<file path="src/rtl/dmem_ctrl_pkg.sv">
// Shared definitions for the data-memory controller: access-size codes, FSM
// encoding, byte-enable constants and small decode helpers.
`ifndef WORD_WIDTH
`define WORD_WIDTH 32
`endif
`ifndef L_S_MODE_W
`define L_S_MODE_W 3
`endif
`ifndef L_S_WORD
`define L_S_WORD   3'd0
`define L_S_HALF   3'd1
`define L_S_HALF_U 3'd2
`define L_S_BYTE   3'd3
`define L_S_BYTE_U 3'd4
`endif

package dmem_ctrl_pkg;

    localparam int unsigned LsModeW = `L_S_MODE_W;
    localparam int unsigned BeW     = 4;

    localparam logic [LsModeW-1:0] LsWord  = `L_S_WORD;
    localparam logic [LsModeW-1:0] LsHalf  = `L_S_HALF;
    localparam logic [LsModeW-1:0] LsHalfU = `L_S_HALF_U;
    localparam logic [LsModeW-1:0] LsByte  = `L_S_BYTE;
    localparam logic [LsModeW-1:0] LsByteU = `L_S_BYTE_U;

    localparam logic [BeW-1:0] BeWord   = 4'b1111;
    localparam logic [BeW-1:0] BeHalfLo = 4'b0011;
    localparam logic [BeW-1:0] BeHalfHi = 4'b1100;
    localparam logic [BeW-1:0] BeByte0  = 4'b0001;

    typedef enum logic [1:0] {
        StIdle,
        StStore,
        StLoad,
        StDone
    } dmem_state_e;

    function automatic logic mode_valid(input logic [LsModeW-1:0] mode);
        return (mode == LsWord) || (mode == LsHalf) || (mode == LsHalfU) ||
               (mode == LsByte) || (mode == LsByteU);
    endfunction

    // Address low bits that must be zero for the given access size.
    function automatic logic misaligned(input logic [LsModeW-1:0] mode,
                                        input logic [1:0]         addr);
        logic mis;
        mis = 1'b0;
        if (mode == LsWord) begin
            mis = (addr != 2'b00);
        end else if ((mode == LsHalf) || (mode == LsHalfU)) begin
            mis = addr[0];
        end
        return mis;
    endfunction

endpackage

</file>
<file path="src/rtl/dmem_ctrl_lane.sv">
// Combinational byte-lane steering: byte enables, store-data replication and
// load-data right alignment (zero-filled) for the selected access size.
module dmem_ctrl_lane
    import dmem_ctrl_pkg::*;
#(
    parameter int unsigned W = 32
) (
    input  logic [LsModeW-1:0] mode_i,
    input  logic [1:0]         addr_i,
    input  logic [W-1:0]       s_data_i,
    input  logic [W-1:0]       rdata_i,
    output logic [BeW-1:0]     be_o,
    output logic [W-1:0]       wdata_o,
    output logic [W-1:0]       rdata_o
);

    logic [W-1:0] shifted;

    // Decode size into lane enables, replicated write data and aligned read data.
    always_comb begin
        be_o    = '0;
        wdata_o = s_data_i;
        rdata_o = rdata_i;
        shifted = rdata_i;
        case (mode_i)
            LsWord: begin
                be_o    = BeWord;
                wdata_o = s_data_i;
                rdata_o = rdata_i;
            end
            LsHalf, LsHalfU: begin
                // Halves ignore addr[0]; only addr[1] picks the lane pair.
                be_o    = addr_i[1] ? BeHalfHi : BeHalfLo;
                wdata_o = {(W/16){s_data_i[15:0]}};
                shifted = rdata_i >> {addr_i[1], 4'b0000};
                rdata_o = {{(W-16){1'b0}}, shifted[15:0]};
            end
            LsByte, LsByteU: begin
                be_o    = BeByte0 << addr_i;
                wdata_o = {(W/8){s_data_i[7:0]}};
                shifted = rdata_i >> {addr_i, 3'b000};
                rdata_o = {{(W-8){1'b0}}, shifted[7:0]};
            end
            default: begin
                be_o = '0;
            end
        endcase
    end

endmodule

</file>
<file path="src/rtl/dmem_ctrl.sv">
// Data-memory controller: turns mem-stage load/store requests into single
// bus transfers, stalling the pipeline while a transfer is outstanding.
// Optional build macro DMEM_ALIGN_CHECK_EN rejects misaligned word/half
// accesses with a bus_err pulse instead of silently aligning them.
`ifndef WORD_WIDTH
`define WORD_WIDTH 32
`endif
`ifndef L_S_MODE_W
`define L_S_MODE_W 3
`endif

module dmem_ctrl
    import dmem_ctrl_pkg::*;
#(
    parameter int unsigned W           = `WORD_WIDTH,
    parameter int unsigned TIMEOUT_CYC = 255
) (
    input  logic                   clk,
    input  logic                   rst_n,
    input  logic                   load_en,
    input  logic [W-1:0]           l_addr,
    output logic [W-1:0]           l_data,
    input  logic                   store_en,
    input  logic [W-1:0]           s_addr,
    input  logic [W-1:0]           s_data,
    input  logic [`L_S_MODE_W-1:0] l_s_mode,
    output logic                   stall,
    output logic                   bus_req,
    output logic                   bus_we,
    output logic [W-1:0]           bus_addr,
    output logic [3:0]             bus_be,
    output logic [W-1:0]           bus_wdata,
    input  logic                   bus_ack,
    input  logic [W-1:0]           bus_rdata,
    output logic                   bus_err
);

    dmem_state_e         state_q, state_d;
    logic [31:0]         cnt_q, cnt_d;
    logic                load_pend_q, load_pend_d;
    logic [W-1:0]        l_addr_q, l_addr_d;
    logic [LsModeW-1:0]  mode_q, mode_d;
    logic                stall_q, stall_d;
    logic                bus_req_q, bus_req_d;
    logic                bus_we_q, bus_we_d;
    logic [W-1:0]        bus_addr_q, bus_addr_d;
    logic [BeW-1:0]      bus_be_q, bus_be_d;
    logic [W-1:0]        bus_wdata_q, bus_wdata_d;
    logic                bus_err_q, bus_err_d;
    logic [W-1:0]        l_data_q, l_data_d;

    logic [W-1:0]        first_addr;
    logic [1:0]          lane_addr;
    logic [LsModeW-1:0]  lane_mode;
    logic [BeW-1:0]      lane_be;
    logic [W-1:0]        lane_wdata;
    logic [W-1:0]        lane_rdata;
    logic                first_mis;
    logic                load_mis;
    logic                timeout_hit;

    // A store always goes first when both requests arrive together.
    assign first_addr = store_en ? s_addr : l_addr;
    // In IDLE steer for the incoming request; otherwise for the latched load.
    assign lane_addr  = (state_q == StIdle) ? first_addr[1:0] : l_addr_q[1:0];
    assign lane_mode  = (state_q == StIdle) ? l_s_mode : mode_q;

`ifdef DMEM_ALIGN_CHECK_EN
    assign first_mis = misaligned(l_s_mode, first_addr[1:0]);
    assign load_mis  = misaligned(mode_q, l_addr_q[1:0]);
`else
    assign first_mis = 1'b0;
    assign load_mis  = 1'b0;
`endif

    assign timeout_hit = (TIMEOUT_CYC != 0) && ((cnt_q + 32'd1) == 32'(TIMEOUT_CYC));

    dmem_ctrl_lane #(
        .W (W)
    ) u_lane (
        .mode_i   (lane_mode),
        .addr_i   (lane_addr),
        .s_data_i (s_data),
        .rdata_i  (bus_rdata),
        .be_o     (lane_be),
        .wdata_o  (lane_wdata),
        .rdata_o  (lane_rdata)
    );

    // Next-state and registered-output logic for the transfer FSM.
    always_comb begin
        state_d     = state_q;
        cnt_d       = cnt_q;
        load_pend_d = load_pend_q;
        l_addr_d    = l_addr_q;
        mode_d      = mode_q;
        stall_d     = stall_q;
        bus_req_d   = bus_req_q;
        bus_we_d    = bus_we_q;
        bus_addr_d  = bus_addr_q;
        bus_be_d    = bus_be_q;
        bus_wdata_d = bus_wdata_q;
        bus_err_d   = 1'b0;
        l_data_d    = l_data_q;
        unique case (state_q)
            StIdle: begin
                if (store_en || load_en) begin
                    l_addr_d    = l_addr;
                    mode_d      = l_s_mode;
                    load_pend_d = store_en && load_en;
                    cnt_d       = '0;
                    if (!mode_valid(l_s_mode)) begin
                        state_d     = StDone;
                        l_data_d    = '0;
                        load_pend_d = 1'b0;
                    end else if (first_mis) begin
                        state_d     = StDone;
                        bus_err_d   = 1'b1;
                        l_data_d    = '0;
                        load_pend_d = 1'b0;
                    end else begin
                        state_d     = store_en ? StStore : StLoad;
                        stall_d     = 1'b1;
                        bus_req_d   = 1'b1;
                        bus_we_d    = store_en;
                        bus_addr_d  = {first_addr[W-1:2], 2'b00};
                        bus_be_d    = lane_be;
                        bus_wdata_d = store_en ? lane_wdata : '0;
                    end
                end
            end
            StStore: begin
                if (bus_ack) begin
                    if (load_pend_q && !load_mis) begin
                        // Chain straight into the load; stall stays high.
                        state_d     = StLoad;
                        load_pend_d = 1'b0;
                        cnt_d       = '0;
                        bus_we_d    = 1'b0;
                        bus_addr_d  = {l_addr_q[W-1:2], 2'b00};
                        bus_be_d    = lane_be;
                        bus_wdata_d = '0;
                    end else begin
                        state_d     = StDone;
                        stall_d     = 1'b0;
                        bus_req_d   = 1'b0;
                        bus_we_d    = 1'b0;
                        if (load_pend_q) begin
                            bus_err_d = 1'b1;
                            l_data_d  = '0;
                        end
                        load_pend_d = 1'b0;
                    end
                end else if (timeout_hit) begin
                    state_d     = StDone;
                    stall_d     = 1'b0;
                    bus_req_d   = 1'b0;
                    bus_we_d    = 1'b0;
                    bus_err_d   = 1'b1;
                    l_data_d    = '0;
                    load_pend_d = 1'b0;
                end else begin
                    cnt_d = cnt_q + 32'd1;
                end
            end
            StLoad: begin
                if (bus_ack) begin
                    state_d   = StDone;
                    stall_d   = 1'b0;
                    bus_req_d = 1'b0;
                    l_data_d  = lane_rdata;
                end else if (timeout_hit) begin
                    state_d   = StDone;
                    stall_d   = 1'b0;
                    bus_req_d = 1'b0;
                    bus_err_d = 1'b1;
                    l_data_d  = '0;
                end else begin
                    cnt_d = cnt_q + 32'd1;
                end
            end
            StDone: begin
                state_d = StIdle;
            end
        endcase
    end

    // State and output registers; reset aborts any transfer immediately.
    always_ff @(posedge clk or negedge rst_n) begin
        if (!rst_n) begin
            state_q     <= StIdle;
            cnt_q       <= '0;
            load_pend_q <= 1'b0;
            l_addr_q    <= '0;
            mode_q      <= '0;
            stall_q     <= 1'b0;
            bus_req_q   <= 1'b0;
            bus_we_q    <= 1'b0;
            bus_addr_q  <= '0;
            bus_be_q    <= '0;
            bus_wdata_q <= '0;
            bus_err_q   <= 1'b0;
            l_data_q    <= '0;
        end else begin
            state_q     <= state_d;
            cnt_q       <= cnt_d;
            load_pend_q <= load_pend_d;
            l_addr_q    <= l_addr_d;
            mode_q      <= mode_d;
            stall_q     <= stall_d;
            bus_req_q   <= bus_req_d;
            bus_we_q    <= bus_we_d;
            bus_addr_q  <= bus_addr_d;
            bus_be_q    <= bus_be_d;
            bus_wdata_q <= bus_wdata_d;
            bus_err_q   <= bus_err_d;
            l_data_q    <= l_data_d;
        end
    end

    assign stall     = stall_q;
    assign bus_req   = bus_req_q;
    assign bus_we    = bus_we_q;
    assign bus_addr  = bus_addr_q;
    assign bus_be    = bus_be_q;
    assign bus_wdata = bus_wdata_q;
    assign bus_err   = bus_err_q;
    assign l_data    = l_data_q;

endmodule

</file>
<file path="config.mk">
export PLATFORM = sky130hd
export DESIGN_NAME = dmem_ctrl
export DESIGN_NICKNAME = d
export VERILOG_FILES = /design/src/rtl/dmem_ctrl_pkg.sv /design/src/rtl/dmem_ctrl_lane.sv /design/src/rtl/dmem_ctrl.sv
export SDC_FILE = /design/constraint.sdc
export NUM_CORES = 1
export LEC_CHECK = 0
export CAP_MARGIN = 20
export CORE_MARGIN = 2
export CORE_UTILIZATION = 42
export CTS_CLUSTER_DIAMETER = 120
export DETAILED_ROUTE_END_ITERATION = 7
export PLACE_DENSITY = 0.73
export SETUP_SLACK_MARGIN = 0.1
export SLEW_MARGIN = 20
export SYNTH_ARGS = -nofsm -noshare
export SYNTH_HDL_FRONTEND = slang
export SYNTH_SLANG_ARGS = --single-unit
</file>
<file path="constraint.sdc">
create_clock -name clk -period 3.4 [get_ports clk]
set_clock_uncertainty 0.2 [all_clocks]
set_input_delay 1.02 -clock clk [delete_from_list [all_inputs] [get_ports clk]]
set_output_delay 1.02 -clock clk [all_outputs]
set_load 0.01 [all_outputs]
</file>
==> key figures <==
Global route
  – Largest net degree at the start of global routing: 74
  – Global route hottest layer: met2
  – Vias in the first global route: 8470
  – Met3 GRT Util: 4.89%
  – First-pass GRT wire length: between 40000 and 50000 µm
  – Antenna violations before repair: 0
  – GRT Util Overall: 24.0%
  – GRT Residual Overflow: 0
  – GR Util met2: 36.9%
  – Met1 usage: 33.6%

Clock network
  – Depth of the CTS H-tree: 4
  – Clock latency on the worst-skew pair: 430 ps
  – Num CTS Buffers: 17
  – Sink Count: around 170
  – CTS clk-pin slew, worst paths: 70 ps
  – CTS Root Cell: clkbuf_16
  – CTS tree: done
  – Clk buf depth: 2

STA
  – Pins Over Slew Limit: 0
  – # setup viols final: 0
  – Max Clk Rate: 0.320 GHz
  – Shortest period the worst path allows: around 3100 ps
  – Unrepaired setup endpoints after global routing: true
  – Final cycle utilization of the critical path: 91.9%
  – Final hold violations: 0
  – Worst-margin pin slew: 717 ps
  – Worst rel slew slack: between 50% and 60%
  – Worst hold slack: 265 ps

Worst setup path
  – Ordered cell list for the critical path: ha_1, nand3_2, buf_4, nor4_1, mux2i_1, and4b_1, o2111ai_4, o31ai_4, buf_4, o21ai_4, a21o_1
  – Top delay family on crit path: simple AND/OR/NAND/NOR gates
  – Worst Reg2Reg Path Length in Cells: 11
  – CP Capture Type: flip-flop
  – Worst Path Required: around 3500 ps
  – WP data arrival: 3240 ps
  – CP Max Fanout: 18
  – Bufs and invs on worst path: 2
  – Crit-path most repeated cell: buf_4
  – Critical Path Start Type: flip-flop
  – Critical path class: flip-flop to flip-flop
  – Reg2reg setup slack: approximately 270 ps
  – RR Endpoint: l_data[5]
  – R2R Path Start: cnt_q[1]
  – CP max-delay cell: nor4_1
  – Worst path max stage delay: 360 ps

Run status
  – Status: completed

Hold path
  – Worst hold start: bus_wdata[9]
  – Worst hold path class: flip-flop to flip-flop
  – Hold Path Stages: 2
  – Worst hold endpoint: bus_wdata[9]

Drt
  – Via/cell ratio: around 5.7
  – Vias: 8816
  – DRC errors left: 0
  – Wire per inst: ~18 µm
  – DRT iter0 DRCs: just over 600
  – Routed WL: between 20000 and 30000 µm
  – Antenna viol nets, final: 0
  – TritonRoute pass-1 iters: 7

Die
  – Site row count: 54
  – Core area: 0.0218 mm²
  – DIE WIDTH: ~150 µm
  – Die area: 0.0232 mm²
  – Die height: 152 µm
  – Initial Util: 42.5%
  – Number of I/O pins: 240

Yosys
  – Commonest register cell after synthesis: dfrtp_1
  – Avg Cell Area, Syn: 9.36 µm²
  – Netlist cell types: 68
  – Top cells by area, synth: dfrtp_1, nand2_1, o21ai_0
  – Synth top area share: 46.2%
  – Synth cell count leaders: dfrtp_1, nand2_1, o21ai_0
  – Cells after Synth: 989
  – Most common cell in the synthesized netlist: dfrtp_1
  – Yosys Warn Count: 0
  – Post-synth EDFFs: 0
  – Sequential area share after synthesis: 46.2%
  – Leading area contributor after synthesis: dfrtp_1
  – Flops & latches, synth: 171
  – Mapped Area: 0.00926 mm²
  – FFs w/ async S/R, synth: 100%

Pwr
  – P_int: 6.11 mW
  – Part of the power in combinational logic: 51.6%
  – Switching share of power: 40.3%
  – Pleak: 5.70 nW
  – Switching pwr: 4.12 mW
  – Clock power share: 18.5%
  – Worst vdd ir: between 0.5 and 0.6 mV
  – Sequential power share: 29.9%
  – Total power per unit cell area: between 700 and 800 mW/mm²

Placed design
  – DP Wirelength: 20400 µm
  – Final Wtd Congestion: between 0.9 and 1
  – Buffers added on ports: 237
  – Dpl cells: 1519

Layout
  – Fraction of layout cells with a size suffix above 1: 14.5%
  – N_diodes: 0
  – P&R area growth vs syn: 40.2%
  – Net count, final: between 1k and 1.5k
  – Non-filler cells, final: 1554

Run
  – Max-cap violations: 0
==> metal layers <==
metal | share of wire, % | wire length, µm
met1 | 45 | 12700
met2 | 45 | 12700
met3 | 6.5 | 1810
met4 | 2.7 | 762
met5 | 0 | 0
==> placed cells by master (no fill, tap or decap), types with 20 or more instances in the layout <==
cell,Yosys,layout
a21oi_1,85,84
buf_4,4,80
nand4_1,20,20
o21ai_0,98,98
dfrtp_1,171,167
a22o_1,25,25
nor2_1,62,60
nand3_1,27,27
mux2i_1,47,47
nand2_1,136,134
mux2_2,38,38
clkdlybuf4s50_1,0,235
==> metrics by stage <==
step	setup slack [ps]	instance area (µm²)	power, mW	utilization [%]	TNS, ps
floorplan	121	9260	6.11	-	0
global placement	-259	12400	8.15	56.8	-3650
detailed placement	-268	12400	8.29	56.8	-5620
CTS	143	12900	10.2	59.4	0
global route	95.9	13000	10.9	59.6	0
finish	275	13000	10.2	59.6	0
==> state kept, by name (all words and copies together) (netlist names) <==
name         cells
l_addr_q        32
l_data          32
mode_q           3
bus_addr        30
state_q          2
bus_err          1
bus_be           4
cnt_q           32
bus_wdata       32
bus_we           1
load_pend_q      1
stall            1
==> how the worst max path moves through the flow <==
| stage | cells past startpoint | to | slack [ps] | start |
|---|---|---|---|---|
| finish | 11 | l_data[5] | 270 | cnt_q[1] |
| global route | 9 | l_data[17] | 100 | l_s_mode[0] |
| CTS | 12 | cnt_q[26] | 140 | cnt_q[23] |
| detailed placement | 9 | l_data[19] | -270 | l_s_mode[0] |
| global placement | 10 | bus_be[3] | -260 | l_s_mode[0] |
| floorplan | 11 | l_data[6] | 120 | cnt_q[0] |
==> power groups by stage <==
| stage | clock network, mW | logic [mW] | registers, mW |
|---|---|---|---|
| 4_1_cts | 1.93 | 5.22 | 3.06 |
| 5_1_grt | 2.02 | 5.78 | 3.14 |
| 2_1_floorplan | 0 | 2.88 | 3.23 |
| 6_report | 1.89 | 5.28 | 3.06 |
| 3_3_place_gp | 0 | 5.08 | 3.06 |
| 3_5_place_dp | 0 | 5.20 | 3.09 |
==> worst min-delay path, stage by stage (launching register included) <==
cell and delay [ps]:
dfrtp_1 340, nand2_1 50, nand2_1 50
==> cell type report <==
type | instances | area [µm²]
fill | 1845 | 8780
multi-input combinational | 736 | 4680
sequential | 171 | 4280
timing repair buffer | 321 | 3050
clock buffer | 19 | 433
tap | 280 | 350
clock inverter | 13 | 130
inverter | 14 | 52.6
==> cells by family after synthesis <==
group | count (synthesis) | share of synthesized area (%)
AO/OA/AOI/OAI | 305 | 21.0
XOR/XNOR | 9 | 0.852
adder cells (fa/ha/maj) | 7 | 0.919
buffers and inverters | 83 | 3.91
flip-flops | 171 | 46.2
multiplexers | 85 | 9.71
other | 1 | 0.0405
AND/OR/NAND/NOR | 328 | 17.4
==> what timing repair did <==
| item | in CTS | in global routing |
|---|---|---|
| hold endpoints to repair | 0 | 0 |
| setup buffers | 0 | 3 |
| setup endpoints to repair | 0 | 47 |
| hold buffers | 0 | 0 |
| resized for setup | 0 | 11 |
Note: power is estimated with default switching activity, not from simulation.
